### src/rtl/prog_loader.sv
// Boot loader: receives a length-prefixed program image over UART (8N1) and writes
// big-endian 32-bit words into instruction memory, holding the core in reset until done.
module prog_loader #(
    parameter int CLKS_PER_BIT = 868,
    parameter int ADDR_W       = 10
) (
    input  logic              clk,
    input  logic              rstn,
    input  logic              uart_rx,
    output logic              imem_we,
    output logic [ADDR_W-1:0] imem_addr,
    output logic [31:0]       imem_wdata,
    output logic              core_rst_n,
    output logic              load_done,
    output logic              frame_err
);

    localparam int CNT_W = $clog2(CLKS_PER_BIT);
    localparam logic [CNT_W-1:0] HALF = CNT_W'(CLKS_PER_BIT / 2);
    localparam logic [CNT_W-1:0] FULL = CNT_W'(CLKS_PER_BIT - 1);

    typedef enum logic [1:0] {RX_IDLE, RX_START, RX_DATA, RX_STOP} rx_state_t;
    typedef enum logic [1:0] {LD_LEN_HI, LD_LEN_LO, LD_WORD, LD_DONE} ld_state_t;

    rx_state_t        r_rxState;
    logic             r_sync1, r_sync2, r_sync3;
    logic [CNT_W-1:0] r_cnt;
    logic [2:0]       r_bitIdx;
    logic [7:0]       r_shift;
    logic [7:0]       r_rxByte;
    logic             r_byteValid;

    ld_state_t        r_ldState;
    logic [15:0]      r_len;
    logic [15:0]      r_wordIdx;
    logic [1:0]       r_byteIdx;
    logic [23:0]      r_word;

    logic [15:0]      w_nextWordIdx;
    logic [31:0]      w_fullWord;

    assign w_nextWordIdx = r_wordIdx + 16'd1;
    assign w_fullWord    = {r_word, r_rxByte};

    // r_sync3 is only the previous synchronized sample for falling-edge detection
    always_ff @(posedge clk or negedge rstn) begin
        if (!rstn) begin
            r_sync1 <= 1'b1;
            r_sync2 <= 1'b1;
            r_sync3 <= 1'b1;
        end else begin
            r_sync1 <= uart_rx;
            r_sync2 <= r_sync1;
            r_sync3 <= r_sync2;
        end
    end

    // The detecting cycle counts as count 0, so START enters at 1 and checks at mid-bit
    always_ff @(posedge clk or negedge rstn) begin
        if (!rstn) begin
            r_rxState   <= RX_IDLE;
            r_cnt       <= '0;
            r_bitIdx    <= '0;
            r_shift     <= '0;
            r_rxByte    <= '0;
            r_byteValid <= 1'b0;
            frame_err   <= 1'b0;
        end else begin
            r_byteValid <= 1'b0;
            case (r_rxState)
                RX_IDLE: begin
                    if (r_sync3 && !r_sync2) begin
                        r_rxState <= RX_START;
                        r_cnt     <= CNT_W'(1);
                    end
                end
                RX_START: begin
                    if (r_cnt == HALF) begin
                        r_cnt <= '0;
                        if (r_sync2) begin
                            r_rxState <= RX_IDLE;
                        end else begin
                            r_rxState <= RX_DATA;
                            r_bitIdx  <= '0;
                        end
                    end else begin
                        r_cnt <= r_cnt + CNT_W'(1);
                    end
                end
                RX_DATA: begin
                    if (r_cnt == FULL) begin
                        r_cnt   <= '0;
                        r_shift <= {r_sync2, r_shift[7:1]};
                        if (r_bitIdx == 3'd7) begin
                            r_rxState <= RX_STOP;
                        end else begin
                            r_bitIdx <= r_bitIdx + 3'd1;
                        end
                    end else begin
                        r_cnt <= r_cnt + CNT_W'(1);
                    end
                end
                RX_STOP: begin
                    if (r_cnt == FULL) begin
                        r_cnt     <= '0;
                        r_rxState <= RX_IDLE;
                        if (r_sync2) begin
                            r_byteValid <= 1'b1;
                            r_rxByte    <= r_shift;
                        end else begin
                            frame_err <= 1'b1;
                        end
                    end else begin
                        r_cnt <= r_cnt + CNT_W'(1);
                    end
                end
                default: r_rxState <= RX_IDLE;
            endcase
        end
    end

    // DONE is entered on the same edge as the last write, so the core is released a cycle later
    always_ff @(posedge clk or negedge rstn) begin
        if (!rstn) begin
            r_ldState  <= LD_LEN_HI;
            r_len      <= '0;
            r_wordIdx  <= '0;
            r_byteIdx  <= '0;
            r_word     <= '0;
            imem_we    <= 1'b0;
            imem_addr  <= '0;
            imem_wdata <= '0;
            core_rst_n <= 1'b0;
            load_done  <= 1'b0;
        end else begin
            imem_we <= 1'b0;
            case (r_ldState)
                LD_LEN_HI: begin
                    if (r_byteValid) begin
                        r_len[15:8] <= r_rxByte;
                        r_ldState   <= LD_LEN_LO;
                    end
                end
                LD_LEN_LO: begin
                    if (r_byteValid) begin
                        r_len[7:0] <= r_rxByte;
                        r_wordIdx  <= '0;
                        r_byteIdx  <= '0;
                        if ({r_len[15:8], r_rxByte} == 16'd0) begin
                            r_ldState <= LD_DONE;
                        end else begin
                            r_ldState <= LD_WORD;
                        end
                    end
                end
                LD_WORD: begin
                    if (r_byteValid) begin
                        r_word <= w_fullWord[23:0];
                        if (r_byteIdx == 2'd3) begin
                            imem_we    <= 1'b1;
                            imem_addr  <= r_wordIdx[ADDR_W-1:0];
                            imem_wdata <= w_fullWord;
                            r_wordIdx  <= w_nextWordIdx;
                            r_byteIdx  <= '0;
                            if (w_nextWordIdx == r_len) begin
                                r_ldState <= LD_DONE;
                            end
                        end else begin
                            r_byteIdx <= r_byteIdx + 2'd1;
                        end
                    end
                end
                LD_DONE: begin
                    load_done  <= 1'b1;
                    core_rst_n <= 1'b1;
                end
                default: r_ldState <= LD_LEN_HI;
            endcase
        end
    end

endmodule
### config.mk
export PLATFORM = sky130hd
export DESIGN_NAME = prog_loader
export DESIGN_NICKNAME = d
export VERILOG_FILES = /design/src/rtl/prog_loader.sv
export SDC_FILE = /design/constraint.sdc
export NUM_CORES = 1
export LEC_CHECK = 0
export CAP_MARGIN = 20
export CORE_UTILIZATION = 50
export CTS_BUF_LIST = sky130_fd_sc_hd__clkbuf_4 sky130_fd_sc_hd__clkbuf_8
export DETAILED_ROUTE_END_ITERATION = 10
export PLACE_DENSITY = 0.76
export SYNTH_ARGS = -nofsm -noshare
export SYNTH_HDL_FRONTEND = slang
export SYNTH_SLANG_ARGS = --single-unit
### constraint.sdc
create_clock -name clk -period 6.2 [get_ports clk]
set_clock_uncertainty 0.2 [all_clocks]
set_input_delay 1.86 -clock clk [delete_from_list [all_inputs] [get_ports clk]]
set_output_delay 1.86 -clock clk [all_outputs]
set_load 0.1 [all_outputs]
; ---- Word level (Yosys, flattened, before mapping)
; Index checks and enable logic that the tools add are counted.
; W data, S select, Z words.
[word_totals]
regBits = 140
latch_bits = 0
ram_bits = 0
rom_bits = 0
inputBits = 3
out_inout_bits = 46
elab_cells = 106
n_memories = 0
[op_classes]
addsub = 4
multipliers = 0
n_div = 0
n_lt_le_gt_ge = 0
n_eq_ne = 23
shift = 0
mux = 37
bitwise = 1
reduce_logical = 21
[ops]
columns = cell, count
row1 = $mux W16, 3
row2 = $pmux W16 S2, 1
row3 = $mux W10, 3
row4 = $pmux W10 S3, 1
row5 = $mux W2, 14
row6 = $ne A2 B2 Y1 const B, 12
row7 = $add A16 B1 Y16 const B, 1
row8 = $eq A16 B16 Y1, 1
row9 = $logic_not A16 Y1, 1
row10 = $mux W3, 4
row11 = $reduce_and A3 Y1, 4
row12 = $add A10 B1 Y10 const B, 1
row13 = $eq A10 B10 Y1 const B, 1
row14 = $eq A10 B9 Y1 const B, 1
row15 = $eq A2 B2 Y1 const B, 5
row16 = $reduce_and A5 Y1, 2
row17 = $pmux W2 S4, 1
row18 = $reduce_and A2 Y1, 4
row19 = $mux W1, 7
row20 = $pmux W2 S3, 1
row21 = $pmux W3 S2, 1
row22 = $reduce_and A6 Y1, 1
row23 = $eq A2 B1 Y1 const B, 2
row24 = $logic_not A2 Y1, 2
row25 = 11 further kinds, 12

; ---- Longest topological paths before layout
[depth]
depth_word = 6
mapped_depth = 10
mapped_depth_nobuf = 9

; ---- Least setup slack after synthesis
; Ideal clock, no wire load.
[synth_path]
path_type = reg-to-output
from = register load_done
to = output load_done
arrival_ps = 1334
required_time_ps = 4140
slack_ps = 2806
path_stages_with_launch = 2
n_path_buf = 1
path_cell_list = dfrtp_1 > buf_4
[synth_lines]
columns = element, line_no
row1 = "start, declared", 14  ; output logic load_done,
row2 = "start signal, assigned", 134  ; load_done <= 1'b0;
row3 = "start signal, assigned", 174  ; load_done <= 1'b1;
; No word-level cell between the ends.

; ---- Worst setup path in the final report
[layout_path]
from = register imem_addr[9]
to = output imem_addr[9]
[layout_lines]
columns = element, line_no
row1 = "start, declared", 11  ; output logic [ADDR_W-1:0] imem_addr,
row2 = "start signal, assigned", 161  ; imem_addr <= r_wordIdx[ADDR_W-1:0];
; No word-level cell between the ends.

==> flow_metrics.tcl <==
set metrics [dict create \
    grt_pass1_vias 4363 \
    drt.antenna.violating_nets 0 \
    cts_tree "yes" \
    path_cells "clkdlybuf4s50_1" \
    grt_max_degree 106 \
    timing.final.ws_setup_ns 2.18 \
    diodes 0 \
    grt_first_pass_wirelength_um 21100 \
    drive_gt1_frac 0.153 \
    critPathRequiredTime_ns 4.14 \
    post_drt_wl_per_cell_um 15.0 \
    rsz0062_at_grt "no" \
    arrival_ns 1.96 \
    drv_slew 0 \
    path_buf_inv 1 \
    stdcell_count 842 \
    synthDistinctLibCells 56 \
    ys_seq_area_frac 0.557 \
    p_leak_nw 3.63 \
    initial_core_util 0.518 \
    register_area_um2 3510 \
    syn_avg_cell_area_um2 10.3 \
    p_per_area_nw_per_um2 254 \
    tns_ns 0 \
    track_usage 0.210 \
    r2r_cells 8 \
    port_buffers 48 \
    hold_depth 0 \
    setup_viol 0 \
    setup.worst_path.end_class "primary output" \
    drt_iter0_markers 290 \
    dieArea_um2 13000 \
    synthCells 614 \
    vias 4499 \
    layout_common_cells "nand2_1, dfrtp_1, mux2_2" \
    fp-row-count 40 \
    worstMarginPinSlew_ns 1.03 \
    cts_hold_buf 0 \
    syn2layout_area_growth_pct 16.7 \
    final_util 0.604 \
    synth_area_um2 6300 \
    cpMaxStageDelayCell "clkdlybuf4s50_1" \
    synthFlopType "dfrtp_1" \
    dpl_cell_area_um2 6920 \
    design_area_um2 7350 \
    gp_congestion 0.874 \
    multi_input_area_um2 2650 \
    synth-seq-cells 140 \
    slew_headroom 0.315 \
    clockBufferDepth 2 \
    ios 49 \
    drt-vias-per-instance 5.34 \
    clk_latency_ns 0.45 \
    gr-total-overflow 0 \
    routed_wl_um 12700 \
    min_period_ns 4.02 \
    dr.pass1.iters 4 \
    worstSetupStartpointType "flop" \
    synthArstFlopShare 1.00 \
    antenna_found_initial 0 \
    crit_cells 1 \
    n_fill_cell 1043 \
    cts_resized 0 \
    final_common_cell "nand2_1" \
    die_h_um 114 \
    cpLargestDelayFamily "buffers and inverters" \
    cts_root_buf "clkbuf_8" \
    placed_cells 808 \
    die_w_um 114 \
    post_cts_buffers 0 \
    slowest_delay_ns 1.14 \
    drc_errors 0 \
    critical_path_class "flop to primary output" \
    ir_worst_vdd_mv 0.201 \
    pre_cts_slack_ns 2.64 \
    cts.sinks 140 \
    fmax_mhz 249 \
    final_nets 675 \
    min-delay-path-class "flop to flop" \
    period_share 0.649 \
    cts_inserted_buffers 17 \
    dp_hpwl_um 8590 \
    cts_htree_levels 4 \
    outcome "finished, final reports clean" \
    syn_nets 628 \
    coreArea_um2 12200 \
    synth_enable_flop_cells 0 \
    maxCapViolations 0 \
    cts.clk_slew.worst_paths_ns 0.08 \
    ys_warn_count 0 \
    hold_viol_final 0 \
    path_max_fanout 2 \
]
## cell families (layout without fill, tap and decap cells)
logic type               count (synthesis)  in the layout  synth area share
AND/OR/NAND/NOR                        275            275             0.198
flip-flops                             140            140             0.557
AO/OA/AOI/OAI                           79             79            0.0783
multiplexers                            51             51            0.0916
buffers and inverters                   36             96            0.0228
XOR/XNOR                                22             22            0.0306
adder cells (fa/ha/maj)                 11             11            0.0219
## path summary, 6_finish.rpt
path	slack (ns)	start	endpoint
max	2.18	imem_addr[9]$_DFFE_PN0P_	imem_addr[9]
max in group asynchronous	3.42	rstn	r_sync1$_DFF_PN1_
min in group asynchronous	1.34	rstn	imem_wdata[26]$_DFFE_PN0P_
max reg2reg	3.08	r_wordIdx[0]$_DFFE_PN0P_	r_ldState[1]$_DFFE_PN0P_
min reg2reg	0.16	r_sync1$_DFF_PN1_	r_sync2$_DFF_PN1_
min	0.16	r_sync1$_DFF_PN1_	r_sync2$_DFF_PN1_
## layer usage
layer,global-route usage,wire (um),vias up
met5,0,0,-
met4,0.0771,203,0
met3,0.0461,325,15
met2,0.350,6330,71
met1,0.269,5810,2220
li1,-,-,2193
## final cells by class
cell class	instances	share of cell area
well taps	168	0.0286
flip-flops and latches	140	0.477
clock inverters	13	0.0220
clock buffers	19	0.0356
multi-input cells	438	0.361
repair buffers	53	0.0703
inverters	11	0.00562
## registers in the layout, summed over array words and instances (netlist names), 2 cells and up, named ones only
signal	count
imem_wdata	32
r_word	24
r_len	16
r_wordIdx	16
imem_addr	10
r_cnt	10
r_rxByte	8
r_shift	8
r_bitIdx	3
r_byteIdx	2
r_ldState	2
## where the power goes
part | internal (mW) | switching, mW
Combinational | 0.0435 | 0.0807
Sequential | 0.939 | 0.0306
Clock | 0.421 | 0.349
## Yosys cell counts (all sizes together) (10+ instances only)
cell,number,area share
clkbuf,20,0.012
dfrtp,137,0.54
ha,11,0.022
inv,10,0.0060
mux2,50,0.090
nand2,176,0.10
nand3,14,0.012
nand4,12,0.014
nor2,33,0.020
o21ai,41,0.033
o31ai,11,0.013
xnor2,12,0.017
xor2,10,0.014
## per-stage QoR
step	hold WS [ns]	total power, mW
after floorplan	0.145	1.06
final	0.161	1.86
after global placement	0.149	1.09
after CTS	0.162	1.88
after global routing	0.154	1.94
after detailed placement	0.152	1.11
Note: power is estimated with default switching activity, not from simulation.
